**config.mk**
```make
export PLATFORM = sky130hd
export DESIGN_NAME = io_bridge
export DESIGN_NICKNAME = d
export VERILOG_FILES = /design/src/rtl/io_bridge_pkg.sv /design/src/rtl/io_bridge_timeout.sv /design/src/rtl/io_bridge.sv
export SDC_FILE = /design/constraint.sdc
export NUM_CORES = 1
export LEC_CHECK = 0
export CAP_MARGIN = 20
export CORE_MARGIN = 5
export CORE_UTILIZATION = 48
export DETAILED_ROUTE_END_ITERATION = 12
export PLACE_DENSITY = 0.86
export SLEW_MARGIN = 20
export SYNTH_ARGS = -nofsm -noshare
export SYNTH_HDL_FRONTEND = slang
export SYNTH_SLANG_ARGS = --single-unit
```
**constraint.sdc**
```tcl
create_clock -name clk -period 2.3 [get_ports clk]
set_clock_uncertainty 0.15 [all_clocks]
set_input_delay 0.46 -clock clk [delete_from_list [all_inputs] [get_ports clk]]
set_output_delay 0.46 -clock clk [all_outputs]
set_load 0.02 [all_outputs]
```
**src/rtl/io_bridge_pkg.sv**
```systemverilog
// io_bridge_pkg: shared opcode/response constants and the bridge state
// encoding for the byte-stream-to-IO-bus initiator.
// Optional feature macro used by the bridge: IO_BRIDGE_WACK_EN.
package io_bridge_pkg;

    // Command opcodes arriving on the host byte stream
    localparam logic [7:0] OP_WRITE = 8'h57;  // 'W'
    localparam logic [7:0] OP_READ  = 8'h52;  // 'R'

    // Response bytes returned on the outbound stream
    localparam logic [7:0] RSP_BAD  = 8'h3F;  // '?'
    localparam logic [7:0] RSP_ACK  = 8'h4B;  // 'K'

    // Width of the inter-byte timeout counter
    localparam int unsigned TMO_W = 24;

    typedef enum logic [2:0] {
        ST_IDLE,
        ST_ADDR,
        ST_DATA,
        ST_WR,
        ST_RD,
        ST_RWAIT,
        ST_RESP
    } state_t;

    // States in which the bridge is willing to take a byte from the host
    function automatic logic rx_open(input state_t s);
        return (s == ST_IDLE) || (s == ST_ADDR) || (s == ST_DATA);
    endfunction

    // States in which a partially received command can time out
    function automatic logic mid_command(input state_t s);
        return (s == ST_ADDR) || (s == ST_DATA);
    endfunction

endpackage

```
**src/rtl/io_bridge_timeout.sv**
```systemverilog
// io_bridge_timeout: 24-bit inter-byte timer. Counts enabled cycles since the
// last clear; expired_o marks the cycle whose closing edge brings the count to
// TIMEOUT. TIMEOUT = 0 disables expiry entirely.
module io_bridge_timeout
    import io_bridge_pkg::*;
#(
    parameter int unsigned TIMEOUT = 1_000_000
) (
    input  logic clk,
    input  logic rst,
    input  logic clr_i,
    input  logic en_i,
    output logic expired_o
);

    localparam logic [TMO_W-1:0] LIMIT   = TMO_W'(TIMEOUT - 1);
    localparam logic             ENABLED = (TIMEOUT != 0);

    logic [TMO_W-1:0] cnt_q;
    logic [TMO_W-1:0] cnt_d;

    // Next count: clear wins, otherwise count while enabled and saturate
    always_comb begin
        cnt_d = cnt_q;
        if (clr_i) begin
            cnt_d = '0;
        end else if (en_i && (cnt_q != '1)) begin
            cnt_d = cnt_q + 1'b1;
        end
    end

    // Counter register
    always_ff @(posedge clk or posedge rst) begin
        if (rst) begin
            cnt_q <= '0;
        end else begin
            cnt_q <= cnt_d;
        end
    end

    // Expiry is judged on the count reached at the coming edge
    assign expired_o = ENABLED && en_i && !clr_i && (cnt_q == LIMIT);

endmodule

```
**src/rtl/io_bridge.sv**
```systemverilog
// io_bridge: host byte stream to 8-bit IO bus master.
//   0x57 addr data -> one-cycle io_w_en
//   0x52 addr      -> one-cycle io_r_en, read data returned on tx
//   other opcode   -> 0x3F returned on tx
// Build option IO_BRIDGE_WACK_EN: each completed write answers 0x4B.
// All outputs are registered; they are loaded from the next-state decode.
module io_bridge
    import io_bridge_pkg::*;
#(
    parameter int unsigned RD_LATENCY = 1,
    parameter int unsigned TIMEOUT    = 1_000_000
) (
    input  logic       clk,
    input  logic       rst,
    input  logic [7:0] rx_data,
    input  logic       rx_valid,
    output logic       rx_ready,
    output logic [7:0] tx_data,
    output logic       tx_valid,
    input  logic       tx_ready,
    output logic [7:0] io_address,
    output logic [7:0] io_wdata,
    output logic       io_w_en,
    output logic       io_r_en,
    input  logic [7:0] io_rdata,
    output logic       busy
);

    // Last RWAIT cycle index; RD_LATENCY is limited to 1..4
    localparam logic [1:0] LAT_LAST = 2'(RD_LATENCY - 1);

    state_t     state_q,      state_d;
    logic       is_read_q,    is_read_d;
    logic [1:0] lat_q,        lat_d;
    logic [7:0] io_address_q, io_address_d;
    logic [7:0] io_wdata_q,   io_wdata_d;
    logic [7:0] tx_data_q,    tx_data_d;
    logic       io_w_en_q;
    logic       io_r_en_q;
    logic       tx_valid_q;
    logic       rx_ready_q;
    logic       busy_q;

    logic       accept;
    logic       tmo_expired;

    assign accept = rx_valid && rx_ready_q;

    io_bridge_timeout #(
        .TIMEOUT (TIMEOUT)
    ) u_timeout (
        .clk       (clk),
        .rst       (rst),
        .clr_i     (accept || !mid_command(state_q)),
        .en_i      (mid_command(state_q)),
        .expired_o (tmo_expired)
    );

    // Command decode and bus sequencing: next state and data registers
    always_comb begin
        state_d      = state_q;
        is_read_d    = is_read_q;
        lat_d        = lat_q;
        io_address_d = io_address_q;
        io_wdata_d   = io_wdata_q;
        tx_data_d    = tx_data_q;

        unique case (state_q)
            ST_IDLE: begin
                if (accept) begin
                    if (rx_data == OP_WRITE) begin
                        is_read_d = 1'b0;
                        state_d   = ST_ADDR;
                    end else if (rx_data == OP_READ) begin
                        is_read_d = 1'b1;
                        state_d   = ST_ADDR;
                    end else begin
                        tx_data_d = RSP_BAD;
                        state_d   = ST_RESP;
                    end
                end
            end

            ST_ADDR: begin
                if (accept) begin
                    io_address_d = rx_data;
                    state_d      = is_read_q ? ST_RD : ST_DATA;
                end else if (tmo_expired) begin
                    state_d = ST_IDLE;
                end
            end

            ST_DATA: begin
                if (accept) begin
                    io_wdata_d = rx_data;
                    state_d    = ST_WR;
                end else if (tmo_expired) begin
                    state_d = ST_IDLE;
                end
            end

            ST_WR: begin
`ifdef IO_BRIDGE_WACK_EN
                tx_data_d = RSP_ACK;
                state_d   = ST_RESP;
`else
                state_d   = ST_IDLE;
`endif
            end

            ST_RD: begin
                lat_d   = '0;
                state_d = ST_RWAIT;
            end

            ST_RWAIT: begin
                if (lat_q == LAT_LAST) begin
                    tx_data_d = io_rdata;
                    state_d   = ST_RESP;
                end else begin
                    lat_d = lat_q + 1'b1;
                end
            end

            ST_RESP: begin
                if (tx_valid_q && tx_ready) begin
                    state_d = ST_IDLE;
                end
            end

            default: begin
                state_d = ST_IDLE;
            end
        endcase
    end

    // State, data and registered strobes; strobes decode the upcoming state
    // so each output is valid for the whole cycle the state occupies
    always_ff @(posedge clk or posedge rst) begin
        if (rst) begin
            state_q      <= ST_IDLE;
            is_read_q    <= 1'b0;
            lat_q        <= '0;
            io_address_q <= '0;
            io_wdata_q   <= '0;
            tx_data_q    <= '0;
            io_w_en_q    <= 1'b0;
            io_r_en_q    <= 1'b0;
            tx_valid_q   <= 1'b0;
            rx_ready_q   <= 1'b0;
            busy_q       <= 1'b0;
        end else begin
            state_q      <= state_d;
            is_read_q    <= is_read_d;
            lat_q        <= lat_d;
            io_address_q <= io_address_d;
            io_wdata_q   <= io_wdata_d;
            tx_data_q    <= tx_data_d;
            io_w_en_q    <= (state_d == ST_WR);
            io_r_en_q    <= (state_d == ST_RD);
            tx_valid_q   <= (state_d == ST_RESP);
            rx_ready_q   <= rx_open(state_d);
            busy_q       <= (state_d != ST_IDLE);
        end
    end

    assign rx_ready   = rx_ready_q;
    assign tx_data    = tx_data_q;
    assign tx_valid   = tx_valid_q;
    assign io_address = io_address_q;
    assign io_wdata   = io_wdata_q;
    assign io_w_en    = io_w_en_q;
    assign io_r_en    = io_r_en_q;
    assign busy       = busy_q;

endmodule

```
**Word-level counts from Yosys, hierarchy flattened**

Cells that the tools add are included.

- Bits in latches: 0
- Word-level logic and storage cells: 78
- Memory bits (writable): 0
- Memories: 0
- Bits in read-only memories: 0
- Register bits after elaboration: 59
- Output and inout bits: 29
- Bits of input ports: 20

- Bitwise gates (word level): 0
- Order comparisons: 0
- Divide/modulo/power cells: 0
- Reduce and logical (&&, ||, !) cells: 24
- Multiplexer cells: 21
- Shifts and indexed selects: 0
- Add/subtract/negate cells: 2
- Eq/ne operators: 19
- Multipliers: 0

Operators with widths:

| kind | count |
|---|---|
| 2-to-1 mux 24 bit | 2 |
| 2-to-1 mux 8 bit | 4 |
| 2-to-1 mux 3 bit | 9 |
| adder 24 x 1 -> 24 bit (second input constant) | 1 |
| == test 24 x 20 -> 1 bit (second input constant) | 1 |
| != test 24 bit (second input constant) | 1 |
| one-hot mux 3 bit (6 select lines) | 1 |
| == test 8 x 7 -> 1 bit (second input constant) | 2 |
| one-hot mux 8 bit (2 select lines) | 1 |
| == test 3 bit (second input constant) | 5 |
| != test 2 bit (second input constant) | 5 |
| == test 3 x 2 -> 1 bit (second input constant) | 3 |
| nonzero test 2 bit | 4 |
| == test 3 x 1 -> 1 bit (second input constant) | 2 |
| logical NOT 3 bit | 2 |
| AND reduction 2 bit | 3 |
| logical AND 1 bit | 5 |
| AND reduction 5 bit | 1 |
| logical OR 1 bit | 4 |
| one-hot mux 2 bit (2 select lines) | 1 |
| AND reduction 3 bit | 1 |
| nonzero test 3 bit | 1 |
| adder 2 x 1 -> 2 bit (second input constant) | 1 |
| logical NOT 1 bit | 2 |
| 3 further kinds | 4 |

**Logic depth before layout (Yosys ltp)**

Gate-level depths: netlist of the first run.

- Depth after elaboration: 13
- Depth in mapped cells: 7
- Depth with buffers taken out: 5

**Hierarchy**

Synthesis of the first run repeated with hierarchy kept, for this count alone.

- Cells, all modules: 294
- Area total of the unflattened synthesis: 3,001.6 µm²

By module, submodules not included:

| module | seq. area each (µm²) | cells an instance | instances | area each (µm²) |
|---|---|---|---|---|
| io_bridge | 875.8 | 132 | 1 | 1,585.3 |
| io_bridge_timeout | 600.6 | 162 | 1 | 1,416.4 |

**Least setup slack after synthesis of the first run**

No wires, ideal clock.

- Path type: register -> register
- Start: register state_q[1]
- End: register tx_data_q[6] (netlist: tx_data[6])
- Path slack: 0.189 ns
- Data arrival time: 1.836 ns
- Cell stages (with the launch flop): 7
- Buffers on the path: 2
- Required time: 2.025 ns
- Library setup time: 0.125 ns
- Period minus slack after synthesis: 2.111 ns
- Cells stage by stage: dfrtp_1 > buf_2 > or2_2 > a311oi_1 > a31o_2 > buf_2 > mux2_2

- Word-level cells in the longest chain between the ends: 3
- Elaborated cells between the ends (all ways): 9
- Those cells by class: eq/ne (5); mux (1); reduce/logical (3)

RTL lines:

| item | RTL line | text |
|---|---|---|
| start: declaration | io_bridge.sv:32 | `state_t state_q, state_d;` |
| start signal: assignment | io_bridge.sv:153 | `state_q <= state_d;` |
| == test 3 bit / logical NOT 3 bit (equally long branches) | io_bridge.sv:68 | `unique case (state_q)` |
| != test 2 bit (no line) / nonzero test 2 bit (equally long branches) | - |  |
| AND reduction 5 bit (no line) | - |  |
| end signal: assignment | io_bridge.sv:158 | `tx_data_q <= tx_data_d;` |
| end: declaration | io_bridge.sv:37 | `logic [7:0] tx_data_q, tx_data_d;` |

Parallel ways exist; a longest one is shown, timed or not.
A chain may end at the register's enable or synchronous reset.

**Worst setup path in the final report of the first run**

- Start: register u_timeout.cnt_q[3]
- End: register u_timeout.cnt_q[15]

- Word-level cells in the longest chain between the ends: 3
- Elaborated cells between the ends (all ways): 6
- Those cells by class: add/sub (1); eq/ne (1); mux (2); reduce/logical (2)

RTL lines:

| item | RTL line | text |
|---|---|---|
| start: declaration | io_bridge_timeout.sv:19 | `logic [TMO_W-1:0] cnt_q;` |
| start signal: assignment | io_bridge_timeout.sv:37 | `cnt_q <= cnt_d;` |
| adder 24 x 1 -> 24 bit / != test 24 bit (equally long branches) | io_bridge_timeout.sv:28, io_bridge_timeout.sv:27 |  |
| 2-to-1 mux 24 bit / logical AND 1 bit (equally long branches) | io_bridge_timeout.sv:27 | `end else if (en_i && (cnt_q != '1)) begin` |
| 2-to-1 mux 24 bit / nonzero test 2 bit (equally long branches) | - |  |

Parallel ways exist; a longest one is shown, timed or not. The select of a mux whose other input is x is not followed.

==> impl_metrics.py, run 1 <==
metrics = {
    "run_status": {
        "outcome": "complete, no violations",
    },
    "global_routing": {
        "grt_max_degree": 26,
        "grt-ovfl-total": 0,
        "grt_pass1_vias": 2606,
        "grtUsageTotal_pct": 19.5,
        "antenna_found_initial": 0,
        "grt_pass1_wl_um": 12000,
    },
    "finish": {
        "antennaDiodeCount": 0,
        "drive_gt1_share_pct": 20.8,
        "syn2layout_area_growth_pct": 33.9,
        "instances_no_fill": 457,
        "nNetsFinal": 397,
    },
    "sta": {
        "fin_crit_sh_pct": 94.0,
        "fin_setup_tns_ns": 0,
        "timing.final.ws_setup_ns": 0.137,
        "relSlewSlack_pct": 64.0,
        "final_hold_viol_count": 0,
        "clock.fmax_mhz": 462,
        "slew_viol_final": 0,
        "setup_violations": 0,
        "max_slew.worst_pin.slew_ns": 0.539,
        "min_period_ns": 2.16,
    },
    "yosys": {
        "ys_ff_latch": 59,
        "synthDominantCellAreaShare_pct": 48.8,
        "synth_cell_types": 47,
        "yosysTopAreaCell": "dfrtp_1",
        "synth_cells": 295,
        "netlist_area_um2": 3020,
        "synth_area_per_cell_um2": 10.2,
        "async_flop_share_pct": 100,
        "synthFlopType": "dfrtp_1",
        "synth_warnings": 0,
        "synth-edff-count": 0,
        "syn_nets": 317,
        "ys_top_cells_by_area": "dfrtp_1, mux2_2, mux2i_1",
        "ys_seq_area_share_pct": 48.8,
    },
    "die": {
        "rows": 29,
        "die_y_um": 89.4,
        "die_x_um": 89.4,
        "dieArea_um2": 7990,
        "start_util_pct": 48.4,
        "core_um2": 6240,
        "io_pins": 49,
    },
    "place": {
        "globalplace.congestion": 0.842,
        "portBuffers": 48,
        "dp_worst_setup_slack_ns": -0.0944,
        "dp_hpwl_um": 5260,
        "place_inst": 441,
    },
    "pwr": {
        "p_int_mw": 2.67,
        "p_comb_share_pct": 41.3,
        "powerDensity_nw_per_um2": 1030,
        "power.share.clock_pct": 22.9,
        "total_power_mw": 4.15,
        "peakVddDrop_mv": 0.998,
        "leakage_nw": 1.67,
        "p_switching_mw": 1.48,
        "switching_share_pct": 35.8,
        "seqPwrFrac_pct": 35.8,
    },
    "drt": {
        "first_iter_violations": 192,
        "wl_per_cell_um": 15.6,
        "viasPerCell": 5.69,
        "ant_nets": 0,
        "first_pass_iters": 4,
        "vias": 2600,
        "drt_wl_total_um": 7150,
        "drc_errors": 0,
    },
    "cts": {
        "clkTransAtPathRegs_ns": 0.07,
        "cts_tree": "built",
        "post_cts.repair.setup_buffers": 0,
        "worstSkewPairLatency_ns": 0.34,
        "cts_root_buf": "clkbuf_8",
        "htreeDepth": 3,
        "clk_path_buf_depth": 2,
        "ctsResizeCount": 0,
        "cts_buffers": 9,
        "postCtsHoldBufs": 0,
        "cts.sinks": 59,
    },
    "worst_setup_path": {
        "worst-r2r-cell-count": 5,
        "end_kind": "flop",
        "critPathKind": "flop to flop",
        "worstSetupStartpointType": "flop",
        "critPathArrivalTime_ns": 2.28,
        "cp_max_fo": 6,
        "crit_required_ns": 2.41,
    },
    "job": {
        "cap_viol_max_count": 0,
    },
    "worst_hold_path": {
        "min_path_type": "input port to asynchronous set/reset pin",
    },
}
-- critical path, stage by stage (launching register included) --
cell	delay, ns
dfrtp_1	0.42
nand4_1	0.22
or4_1	0.61
buf_4	0.18
a211oi_1	0.27
mux2i_1	0.22
-- state kept, by name, indices dropped and copies added, names as in the netlist --
name and cells:
io_wdata 8, tx_data 8, io_r_en 1, is_read_q 1, u_timeout.cnt_q 24, io_address 8
lat_q 2, rx_ready 1, io_w_en 1, busy 1, tx_valid 1, state_q 3
-- Yosys cell counts (2+ instances only) --
library cell   n
a2111o_1       6
a211oi_1       6
a21oi_1       15
a22o_1         2
a311oi_1       2
a41oi_1        2
and3_1         6
and4_1         3
buf_2          5
clkbuf_1       8
dfrtp_1       59
ha_1           2
inv_1         11
mux2_2        19
mux2i_1       15
nand2_1       25
nand2b_1      12
nand3_1       14
nand3b_1       2
nand4_1        6
nor2_1        17
nor2b_1        3
nor3_1         9
nor4_1         3
nor4b_1        2
nor4bb_1       3
o21ai_0        9
o21bai_1       2
o31ai_1        3
or3_1          2
or4_1          5
xnor2_1        2
-- layer usage --
metal  part of all wire [%]  wire length, um  global-route usage [%]  up-vias
met5                      0                0                       0        -
met4                    1.6              116                    7.04        0
met3                    6.1              433                    5.35       10
met2                     50             3600                    31.8       83
met1                     42             3000                    24.9     1256
li1                       -                -                       -     1251
-- logic make-up after synthesis --
group,after synthesis,synth area share (%)
fa+ha+maj,2,0.828
flops,59,48.8
xor+xnor,2,0.580
simple gates,117,21.1
buf+inv,24,3.19
compound gates,57,13.4
mux,34,12.0
-- per-stage QoR --
| stage | hold WS (ns) | util [%] | instance area, um^2 |
|---|---|---|---|
| floorplan | 0.316 | - | 3020 |
| global placement | 0.335 | 61.5 | 3840 |
| detailed placement | 0.341 | 61.5 | 3840 |
| CTS | 0.288 | 64.7 | 4040 |
| global route | 0.328 | 64.9 | 4050 |
| finish | 0.278 | 64.9 | 4050 |
-- placed cells by master (no fill, tap or decap), types with 3 or more instances in the layout --
| cell | instances |
|---|---|
| a2111o_1 | 6 |
| a211oi_1 | 5 |
| a21oi_1 | 15 |
| and3_1 | 6 |
| and4_1 | 3 |
| buf_4 | 32 |
| clkbuf_8 | 9 |
| clkdlybuf4s50_1 | 48 |
| dfrtp_1 | 58 |
| inv_1 | 10 |
| mux2_2 | 19 |
| mux2i_1 | 15 |
| nand2_1 | 25 |
| nand2b_1 | 12 |
| nand3_1 | 14 |
| nand4_1 | 6 |
| nor2_1 | 17 |
| nor2b_1 | 3 |
| nor3_1 | 9 |
| nor4bb_1 | 3 |
| o21ai_0 | 9 |
| o31ai_1 | 3 |
| or4_1 | 5 |
-- final cells by class --
| class | count | area, um^2 |
|---|---|---|
| clock buffer | 9 | 124 |
| clock inverter | 7 | 76.3 |
| fill | 475 | 2190 |
| inverter | 11 | 41.3 |
| multi-input combinational | 212 | 1470 |
| sequential | 59 | 1480 |
| tap | 77 | 96.3 |
| timing repair buffer | 82 | 761 |
-- power by group through the flow --
stage / clock network (mW) / registers [mW] / logic [mW]
2_1_floorplan: 0 / 1.72 / 0.706
6_report: 0.950 / 1.49 / 1.71
3_3_place_gp: 0 / 1.49 / 1.67
3_5_place_dp: 0 / 1.51 / 1.72
4_1_cts: 0.969 / 1.49 / 1.72
5_1_grt: 1.02 / 1.53 / 1.84
-- final timing paths --
path	startpoint	endpoint	slack, ns
setup / recovery	u_timeout.cnt_q[3]	u_timeout.cnt_q[15]	0.14
hold / removal	rst	u_timeout.cnt_q[1]	0.28
setup reg to reg	u_timeout.cnt_q[3]	u_timeout.cnt_q[15]	0.14
hold reg to reg	lat_q[1]	lat_q[1]	0.36
max in group asynchronous	rst	tx_data[1]	1.13
min in group clk	lat_q[1]	lat_q[1]	0.36
(Power assumes the default switching activity.)
==> run 2: changes to the inputs <==
--- a/config.mk
+++ b/config.mk
@@ -5,7 +5,7 @@
 export SDC_FILE = /design/constraint.sdc
 export NUM_CORES = 1
 export LEC_CHECK = 0
-export CAP_MARGIN = 20
+export CAP_MARGIN = 30
 export CORE_MARGIN = 5
 export CORE_UTILIZATION = 48
 export DETAILED_ROUTE_END_ITERATION = 12
==> results of run 2 <==
No change in the layout: final DEF, timing and power equal those of run 1.
==> run 3: changes to the inputs <==
--- a/config.mk
+++ b/config.mk
@@ -7,9 +7,9 @@
 export LEC_CHECK = 0
 export CAP_MARGIN = 30
 export CORE_MARGIN = 5
-export CORE_UTILIZATION = 48
+export CORE_UTILIZATION = 53
 export DETAILED_ROUTE_END_ITERATION = 12
-export PLACE_DENSITY = 0.86
+export PLACE_DENSITY = 0.89
 export SLEW_MARGIN = 20
 export SYNTH_ARGS = -nofsm -noshare
 export SYNTH_HDL_FRONTEND = slang
==> constraint.sdc (replaced) <==
create_clock -name clk -period 2.44 [get_ports clk]
set_clock_uncertainty 0.15 [all_clocks]
set_input_delay 0.488 -clock clk [delete_from_list [all_inputs] [get_ports clk]]
set_output_delay 0.488 -clock clk [all_outputs]
set_load 0.02 [all_outputs]
==> impl_metrics.py, run 3 (synthesis gave the netlist of run 1 again) <==
metrics = {
    "pwr": {
        "switching_share_pct": 34.5,
        "peakVddDrop_mv": 0.719,
        "power.share.clock_pct": 24.4,
        "p_switching_mw": 1.38,
        "p_comb_share_pct": 41.1,
        "powerDensity_nw_per_um2": 1010,
        "p_int_mw": 2.63,
        "total_power_mw": 4.02,
        "seqPwrFrac_pct": 34.5,
        "leakage_nw": 1.63,
    },
    "cts": {
        "cts_buffers": 9,
        "clkTransAtPathRegs_ns": 0.07,
        "cts_root_buf": "clkbuf_8",
        "cts_tree": "built",
        "htreeDepth": 3,
        "clk_path_buf_depth": 2,
        "ctsResizeCount": 0,
        "postCtsHoldBufs": 0,
        "worstSkewPairLatency_ns": 0.34,
        "post_cts.repair.setup_buffers": 0,
        "cts.sinks": 59,
    },
    "sta": {
        "slew_viol_final": 0,
        "relSlewSlack_pct": 62.1,
        "fin_crit_sh_pct": 90.9,
        "timing.final.ws_setup_ns": 0.223,
        "min_period_ns": 2.22,
        "whs_ns": 0.360,
        "clock.fmax_mhz": 451,
        "final_hold_viol_count": 0,
        "setup_violations": 0,
        "rsz0062_at_grt": "no",
        "max_slew.worst_pin.slew_ns": 0.554,
        "fin_setup_tns_ns": 0,
    },
    "drt": {
        "first_pass_iters": 5,
        "viasPerCell": 6.06,
        "wl_per_cell_um": 16.6,
        "drt_wl_total_um": 7320,
        "drc_errors": 0,
        "ant_nets": 0,
        "first_iter_violations": 247,
        "vias": 2667,
    },
    "worst_setup_path": {
        "slowest_stage": "or4_1",
        "worst-r2r-cell-count": 5,
        "cp_max_fo": 7,
        "crit_chain": "nand3_2 -> or4_1 -> buf_4 -> a211oi_1 -> mux2i_1",
        "worstSetupStartpointType": "flop",
        "r2r_end": "u_timeout.cnt_q[15]",
        "worstReg2RegStart": "u_timeout.cnt_q[7]",
        "end_kind": "flop",
        "worst_path_largest_cell_delay_ns": 0.60,
        "critPathArrivalTime_ns": 2.33,
        "crit_required_ns": 2.55,
        "r2r_setup_slack_ns": 0.22,
        "critPathKind": "flop to flop",
    },
    "worst_hold_path": {
        "min_path_type": "flop to flop",
        "min_to": "io_wdata[5]",
        "hold_start": "io_wdata[5]",
        "min_path_cells": 1,
    },
    "finish": {
        "drive_gt1_share_pct": 17.7,
        "final_area_um2": 3980,
        "fin_util_pct": 71.8,
        "antennaDiodeCount": 0,
        "syn2layout_area_growth_pct": 31.7,
        "mostFrequentLayoutCells": "dfrtp_1, clkdlybuf4s50_1, nand2_1",
        "instances_no_fill": 440,
        "final_common_cell": "dfrtp_1",
        "largest_reg_flops": 24,
        "regMostFlops": "u_timeout.cnt_q",
        "nNetsFinal": 386,
    },
    "place": {
        "place_inst": 425,
        "globalplace.congestion": 0.835,
        "place_area_um2": 3760,
        "portBuffers": 48,
        "dp_hpwl_um": 5110,
        "dp_worst_setup_slack_ns": 0.0159,
    },
    "global_routing": {
        "grt_max_degree": 60,
        "grt-ovfl-total": 0,
        "grt_pass1_wl_um": 12400,
        "antenna_found_initial": 0,
        "grt_pass1_vias": 2589,
        "grtUsageTotal_pct": 21.2,
    },
    "die": {
        "start_util_pct": 54.6,
        "core_um2": 5540,
        "rows": 27,
        "die_x_um": 85.5,
        "die_y_um": 85.5,
        "dieArea_um2": 7310,
        "io_pins": 49,
    },
    "run_status": {
        "outcome": "complete, no violations",
    },
    "job": {
        "cap_viol_max_count": 0,
    },
}
[run 3: layer usage]
layer	vias up	wire [um]	track usage [%]
li1	1242	-	-
met1	1281	3000	26.5
met2	120	3700	35.5
met3	24	406	3.55
met4	0	215	10.4
met5	-	0	0
[run 3: how the worst max path moves through the flow]
stage,from,end,slack [ns],cells past startpoint
floorplan,state_q[1],tx_data[6],0.33,6
global placement,rx_data[6],tx_data[6],0.03,6
detailed placement,rx_data[6],tx_data[6],0.02,6
CTS,u_timeout.cnt_q[7],u_timeout.cnt_q[15],0.24,5
global route,u_timeout.cnt_q[10],u_timeout.cnt_q[18],0.15,4
finish,u_timeout.cnt_q[7],u_timeout.cnt_q[15],0.22,5
[run 3: power by group through the flow]
stage	registers (mW)	clock network, mW	logic [mW]
after detailed placement	1.40	0	1.66
after floorplan	1.62	0	0.666
final	1.39	0.980	1.65
after CTS	1.38	0.986	1.67
after global placement	1.38	0	1.61
after global routing	1.42	1.03	1.78
[run 3: layout make-up]
cell class	count	area (um^2)
multi-input combinational	212	1470
inverter	11	41.3
clock inverter	5	77.6
timing repair buffer	71	691
clock buffer	10	138
tap	72	90.1
sequential	59	1480
fill	372	1560
[run 3: critical path, delay by kind of cell, from the launching register on]
kind / cells / cell delay [ns]
and+or+nand+nor: 2 / 0.78
DFF: 1 / 0.48
buffers and inverters: 1 / 0.17
muxes: 1 / 0.25
AOI/OAI and AO/OA: 1 / 0.31
